## src/rtl/io_input_conditioner.sv

```systemverilog
// Board input front end: synchronizes and debounces raw switch/button pins, then derives
// per-button one-cycle press pulses and software-clearable sticky press flags.
module io_input_conditioner #(
  parameter int unsigned N_SW            = 32,
  parameter int unsigned N_BTN           = 4,
  parameter int unsigned SYNC_STAGES     = 2,
  parameter int unsigned DEBOUNCE_CYCLES = 16,
  parameter bit          BTN_ACTIVE_LOW  = 1'b1
) (
  input  logic             i_clk,
  input  logic             i_rst,
  input  logic [N_SW-1:0]  i_sw_raw,
  input  logic [N_BTN-1:0] i_btn_raw,
  input  logic [N_BTN-1:0] i_btn_clr,
  output logic [N_SW-1:0]  o_io_sw,
  output logic [N_BTN-1:0] o_io_btn,
  output logic [N_BTN-1:0] o_btn_pulse,
  output logic [N_BTN-1:0] o_btn_press
);

  localparam int unsigned NAll = N_SW + N_BTN;
  localparam int unsigned CntW = (DEBOUNCE_CYCLES > 2) ? $clog2(DEBOUNCE_CYCLES) : 1;
  localparam logic [CntW-1:0] CntMax = CntW'(DEBOUNCE_CYCLES - 1);
  localparam logic [CntW-1:0] CntOne = CntW'(1);
  // Button stages reset to the idle pin level so an idle pin produces no event after reset.
  localparam logic [N_BTN-1:0] BtnIdle = BTN_ACTIVE_LOW ? {N_BTN{1'b1}} : {N_BTN{1'b0}};

  logic [N_SW-1:0]  sw_sync_q  [SYNC_STAGES];
  logic [N_SW-1:0]  sw_sync_d  [SYNC_STAGES];
  logic [N_BTN-1:0] btn_sync_q [SYNC_STAGES];
  logic [N_BTN-1:0] btn_sync_d [SYNC_STAGES];

  logic [NAll-1:0]  s_all;
  logic [NAll-1:0]  stable_q, stable_d;
  logic [CntW-1:0]  cnt_q [NAll];
  logic [CntW-1:0]  cnt_d [NAll];

  logic [N_BTN-1:0] btn_stable_q, btn_stable_d;
  logic [N_BTN-1:0] pulse_q, pulse_d;
  logic [N_BTN-1:0] press_q, press_d;

  always_comb begin
    for (int i = 0; i < SYNC_STAGES; i++) begin
      sw_sync_d[i]  = sw_sync_q[i];
      btn_sync_d[i] = btn_sync_q[i];
    end
    sw_sync_d[0]  = i_sw_raw;
    btn_sync_d[0] = i_btn_raw;
    for (int i = 1; i < SYNC_STAGES; i++) begin
      sw_sync_d[i]  = sw_sync_q[i-1];
      btn_sync_d[i] = btn_sync_q[i-1];
    end
  end

  // Buttons become active-high after the last synchronizer stage.
  assign s_all = {btn_sync_q[SYNC_STAGES-1] ^ {N_BTN{BTN_ACTIVE_LOW}},
                  sw_sync_q[SYNC_STAGES-1]};

  // Per-bit debounce: count consecutive mismatch edges; any agreement restarts from zero.
  always_comb begin
    stable_d = stable_q;
    for (int i = 0; i < NAll; i++) begin
      cnt_d[i] = '0;
      if (s_all[i] != stable_q[i]) begin
        if (cnt_q[i] == CntMax) begin
          stable_d[i] = s_all[i];
        end else begin
          cnt_d[i] = cnt_q[i] + CntOne;
        end
      end
    end
  end

  assign btn_stable_q = stable_q[NAll-1:N_SW];
  assign btn_stable_d = stable_d[NAll-1:N_SW];

  // Pulse is registered alongside the level it qualifies; set beats clear on the flag.
  always_comb begin
    pulse_d = btn_stable_d & ~btn_stable_q;
    press_d = pulse_d | (press_q & ~i_btn_clr);
  end

  always_ff @(posedge i_clk) begin
    if (i_rst) begin
      for (int i = 0; i < SYNC_STAGES; i++) begin
        sw_sync_q[i]  <= '0;
        btn_sync_q[i] <= BtnIdle;
      end
      for (int i = 0; i < NAll; i++) begin
        cnt_q[i] <= '0;
      end
      stable_q <= '0;
      pulse_q  <= '0;
      press_q  <= '0;
    end else begin
      for (int i = 0; i < SYNC_STAGES; i++) begin
        sw_sync_q[i]  <= sw_sync_d[i];
        btn_sync_q[i] <= btn_sync_d[i];
      end
      for (int i = 0; i < NAll; i++) begin
        cnt_q[i] <= cnt_d[i];
      end
      stable_q <= stable_d;
      pulse_q  <= pulse_d;
      press_q  <= press_d;
    end
  end

  assign o_io_sw     = stable_q[N_SW-1:0];
  assign o_io_btn    = btn_stable_q;
  assign o_btn_pulse = pulse_q;
  assign o_btn_press = press_q;

endmodule

```

## config.mk

```make
export PLATFORM = sky130hd
export DESIGN_NAME = io_input_conditioner
export DESIGN_NICKNAME = d
export VERILOG_FILES = /design/src/rtl/io_input_conditioner.sv
export SDC_FILE = /design/constraint.sdc
export NUM_CORES = 1
export LEC_CHECK = 0
export BUFFER_PORTS_ARGS = -buffer_cell sky130_fd_sc_hd__clkbuf_2
export CAP_MARGIN = 10
export CORE_ASPECT_RATIO = 1.2
export CORE_MARGIN = 2
export CORE_UTILIZATION = 55
export CTS_CLUSTER_DIAMETER = 150
export DETAILED_ROUTE_END_ITERATION = 6
export GPL_ROUTABILITY_DRIVEN = 0
export PLACE_DENSITY = 0.75
export SLEW_MARGIN = 20
export SYNTH_ARGS = -nofsm -noshare
export SYNTH_HDL_FRONTEND = slang
export SYNTH_SLANG_ARGS = --single-unit
```

## constraint.sdc

```tcl
create_clock -name i_clk -period 1.6 [get_ports i_clk]
set_input_delay 0.08 -clock i_clk [delete_from_list [all_inputs] [get_ports i_clk]]
set_output_delay 0.08 -clock i_clk [all_outputs]
set_load 0.005 [all_outputs]
```

; After elaboration in Yosys (flattened, before gate mapping)
; Memories as Yosys holds them, arrays and structs flattened.
; Index checks and enable logic that the tools add are counted.
[totals]
wordCells = 347
ram_bits = 216
reg_bits = 44
memories = 3
inputBits = 42
output_inout_bits = 44
[op_classes]
n_bitwise = 46
n_reduce_logical = 32
n_eq_ne = 72
add_sub_neg = 36
n_mux = 123
[memory_table]
columns = memory, words, word_bits, read_ports, rd_clocked_by_memory_dff, wr, line_no
row1 = cnt_q, 36, 4, 36, 0, 36, 35  ; logic [CntW-1:0] cnt_q [NAll];
row2 = sw_sync_q, 2, 32, 2, 0, 2, 28  ; logic [N_SW-1:0] sw_sync_q [SYNC_STAGES];
row3 = btn_sync_q, 2, 4, 2, 0, 2, 30  ; logic [N_BTN-1:0] btn_sync_q [SYNC_STAGES];
[ops]
columns = cell, count
row1 = two-way mux 4 bit, 110
row2 = "adder 4 x 1 -> 4 bit, second input constant", 36
row3 = "equality test 4 bit, second input constant", 36
row4 = two-way mux 32 bit, 2
row5 = AND reduction 2 bit, 32
row6 = OR 1 bit, 40
row7 = inequality test 1 bit, 36
row8 = inverter 4 bit, 3
row9 = two-way mux 1 bit, 11
row10 = bitwise AND 4 bit, 2
row11 = OR 4 bit, 1

; Depth between registers and ports, before layout
[logic_depth]
depth_word = 5
depth_mapped = 5

; Worst setup path before layout
; OpenSTA, ideal clock, no wires.
[synth_path]
path_kind = register to register
start = memory cnt_q[8][4] (netlist name)
end = memory cnt_q[8][6] (netlist name)
arrival_ns = 1.205
path_slack_ns = 0.331
path_buffers = 0
setup_time_ns = 0.064
stages_incl_launch_ff = 5
path_cell_list = dfxtp_1 ha_1 and3_1 or3_1 nor2_1
[synth_lines]
columns = element, line_no
row1 = from (decl), 35

==> flow_summary.toml <==
[outcome]
outcome = "completed"

[layout]
nNetsFinal = 1098
diodes = 0
area_delta_synth_final_pct = 21.6
drive_above_1_share_pct = 14.2
final_area_sq_um = 11000

[clock_network]
numClockSinks = 260
path_clk_slew_ns = 0.06
clock_path_buffers = 3
cts_max_level = 1
root_buffer = "clkbuf_16"
clk_latency_ns = 0.51
postCtsSetupBuffers = 0
cts_buffers = 26
cts_tree = "done"

[synthesis]
synthMuxAreaShare_pct = 3.86
yosys.cell_types.count = 24
syn_avg_cell_area_sq_um = 10.3
syn-num-nets = 956
yosysTopAreaCell = "dfxtp_1"
syn-cell-area_sq_um = 9070
yosys_warnings = 0
syn_inst = 878
synthSimpleGateAreaFrac_pct = 20.3
synth_top_area_share_pct = 57.4
synthTopCellsByArea = "dfxtp_1 57%, xor2_1 9.1%, nor2_1 6.5%"
synth_seq_cells = 260
synth_top_family_by_area = "simple AND/OR/NAND/NOR gates"
synth-xor-area-share_pct = 10.4
synthAdderAreaFrac_pct = 4.97
synth_compound_area_share_pct = 0.304
synth-seq-area-share_pct = 57.4

[sta]
fin_hold_ws_ns = 0.293
period_minus_slack_ns = 1.50
finalCritPeriodShare_pct = 93.6
fin_tns_setup_ns = 0
fin_skew_ns = 0.00784
tightest_slew_ns = 0.343
max_freq_mhz = 668
relSlewSlack_pct = 77.1
setup_viol = 0
rsz0062_at_grt = "false"
slew_viol_final = 0
hold_viol_final = 0

[power]
leakage_uw = 0.00519
p_sw_uw = 2570
ir_drop_uv = 955
power.internal_uw = 10300
power.density_nw_per_um2 = 1170
swShare_pct = 20.0
p_comb_share_pct = 2.9
seq_power_share_pct = 51.5
clkPwrFrac_pct = 45.6

[drt]
vias = 5957
first_pass_iters = 4
final_antenna_net_count = 0
drt_iter0_drc = 187
routed_wl_mm = 14.0
route.detailed.drc = 0
wl_per_cell_um = 11.2
vias_per_cell = 4.76

[global_route]
grt_pass1_wl_mm = 24.4
grt_usage_pct = 16.4
antenna_found_initial = 0
grt_max_degree = 50
grt_pass1_vias = 5938
met1_usage_pct = 18.4
met2_usage_pct = 30.9
grt_busiest_layer = "met2"
met3_usage_pct = 3.72
grt_overflow_total = 0

[setup_path]
worstRegToRegCells = 5
setup.worst_path.start_class = "flip-flop"
critPathRequiredTime_ns = 2.00
cp_slowest_cell = "dlygate4sd3_1"
r2r_start = "cnt_q[8][0]"
worstPathMaxFanout = 3
rrSetupSlack_ns = 0.10
crit_chain = "ha_2 > and3_4 > nand2_1 > a21oi_1 > dlygate4sd3_1"
worstPathArrival_ns = 1.90
worst_setup_path_end_kind = "flip-flop"
cpLargestDelayFamily = "buffers and inverters"
slowest_delay_ns = 0.56
reg2reg_to = "o_btn_press[0]"
critPathKind = "flip-flop to flip-flop"
cp.buffers_inverters = 1

[floorplan]
io_pins = 86
die_height_um = 145
die_area_sq_um = 17500
die_width_um = 121
core_area_sq_um = 16200
std_cell_rows = 51
initial_core_util_pct = 55.9

[worst_hold_path]
min_from = "i_btn_raw[3]"
hold_end = "btn_sync_q[0][3]"
hold_class = "input port to flip-flop"
min_path_cells = 3

[placement]
dpl_cell_area_sq_um = 9720
port_buffers = 85
dp_hpwl_mm = 8.81

[run]
cap_violations = 0
-- cells in the mapped netlist --
cell type  count
or3_1          7
clkbuf_1      10
nor3_1         1
xor2_1        94
and3_1        35
mux2i_1       35
nand2b_1       4
nor2_2         1
a211oi_1       1
nor2b_1       64
buf_6          2
a21oi_1        4
ha_1          36
inv_2          1
nor2_1       158
dfxtp_1      260
or2_2          8
xnor2_1       14
or3_4          2
nand3_1       91
nand2_1        3
inv_1         39
buf_2          7
or3b_4         1
-- cell type report --
cell class	instances	area [sq um]
clock buffer	38	777
clock inverter	10	77.6
fill	1295	5180
inverter	40	150
multi-input combinational	559	3620
sequential	260	5210
tap	212	265
timing repair buffer	133	923
-- power groups by stage --
stage / sequential, uW / combinational [uW] / clock, uW
4_1_cts: 6640 / 375 / 6060
3_5_place_dp: 6780 / 291 / 0
5_1_grt: 6650 / 422 / 6330
6_report: 6640 / 372 / 5870
3_3_place_gp: 6780 / 285 / 0
2_1_floorplan: 6770 / 200 / 0
-- state kept, by name, indices dropped and copies added, names as in the netlist --
name / cells
stable_q: 36
sw_sync_q: 64
o_btn_press: 4
cnt_q: 144
o_btn_pulse: 4
btn_sync_q: 8
-- cell families after synthesis --
group,after synthesis
AOI/OAI and AO/OA,5
xor gates and xnor gates,108
adders and majority gates,36
buffers and inverters,59
DFF,260
muxes,35
and+or+nand+nor,375
-- worst reg2reg max path, cell delays in order (launching register included) --
cell and delay [ns]:
dfxtp_2 0.32, ha_2 0.19, and3_4 0.19, nand2_1 0.08
a21oi_1 0.06, dlygate4sd3_1 0.56
-- cells in the final DEF, fill, tap and decap left out, types with 5 or more instances in the layout --
master and n:
inv_1 39, nor2b_1 64, ha_1 35, clkbuf_2 84, dfxtp_1 259, nand3_1 91
clkinv_2 8, or2_2 8, clkbuf_16 27, or3_1 7, mux2i_1 35, clkbuf_1 5
dlygate4sd3_1 44, xnor2_1 14, xor2_1 94, and3_1 34, nor2_1 158, clkbuf_8 6
-- through the flow --
step,total power [uW],util (%),cells,worst slack (ns)
floorplan,6970,-,878,0.331
global placement,7070,60.0,1160,0.278
detailed placement,7080,60.0,1160,0.246
CTS,13100,68.0,1252,0.0256
global route,13400,68.0,1252,0.00441
finish,12900,68.0,1252,0.102
-- worst max path at each step --
stage | start | endpoint | cells after the start
after floorplan | cnt_q[8][4] | cnt_q[8][6] | 4
after detailed placement | cnt_q[8][4] | cnt_q[8][7] | 4
after global routing | cnt_q[8][1] | o_btn_press[0] | 5
after global placement | cnt_q[8][4] | cnt_q[8][6] | 4
final | cnt_q[8][0] | o_btn_press[0] | 5
after CTS | cnt_q[8][0] | o_btn_press[0] | 5
-- per-layer routing --
metal | wire, um | share of wire, %
met1 | 6030 | 43
met3 | 714 | 5.1
met2 | 7000 | 50
met4 | 251 | 1.8
met5 | 0 | 0
-- repair_timing --
| item | CTS | global route |
|---|---|---|
| setup endpoints to repair | 0 | 1 |
| gates resized for setup | 0 | 3 |
| hold buffers | 44 | 0 |
| endpoints found under the hold margin | 49 | 0 |
(Power assumes the default switching activity.)
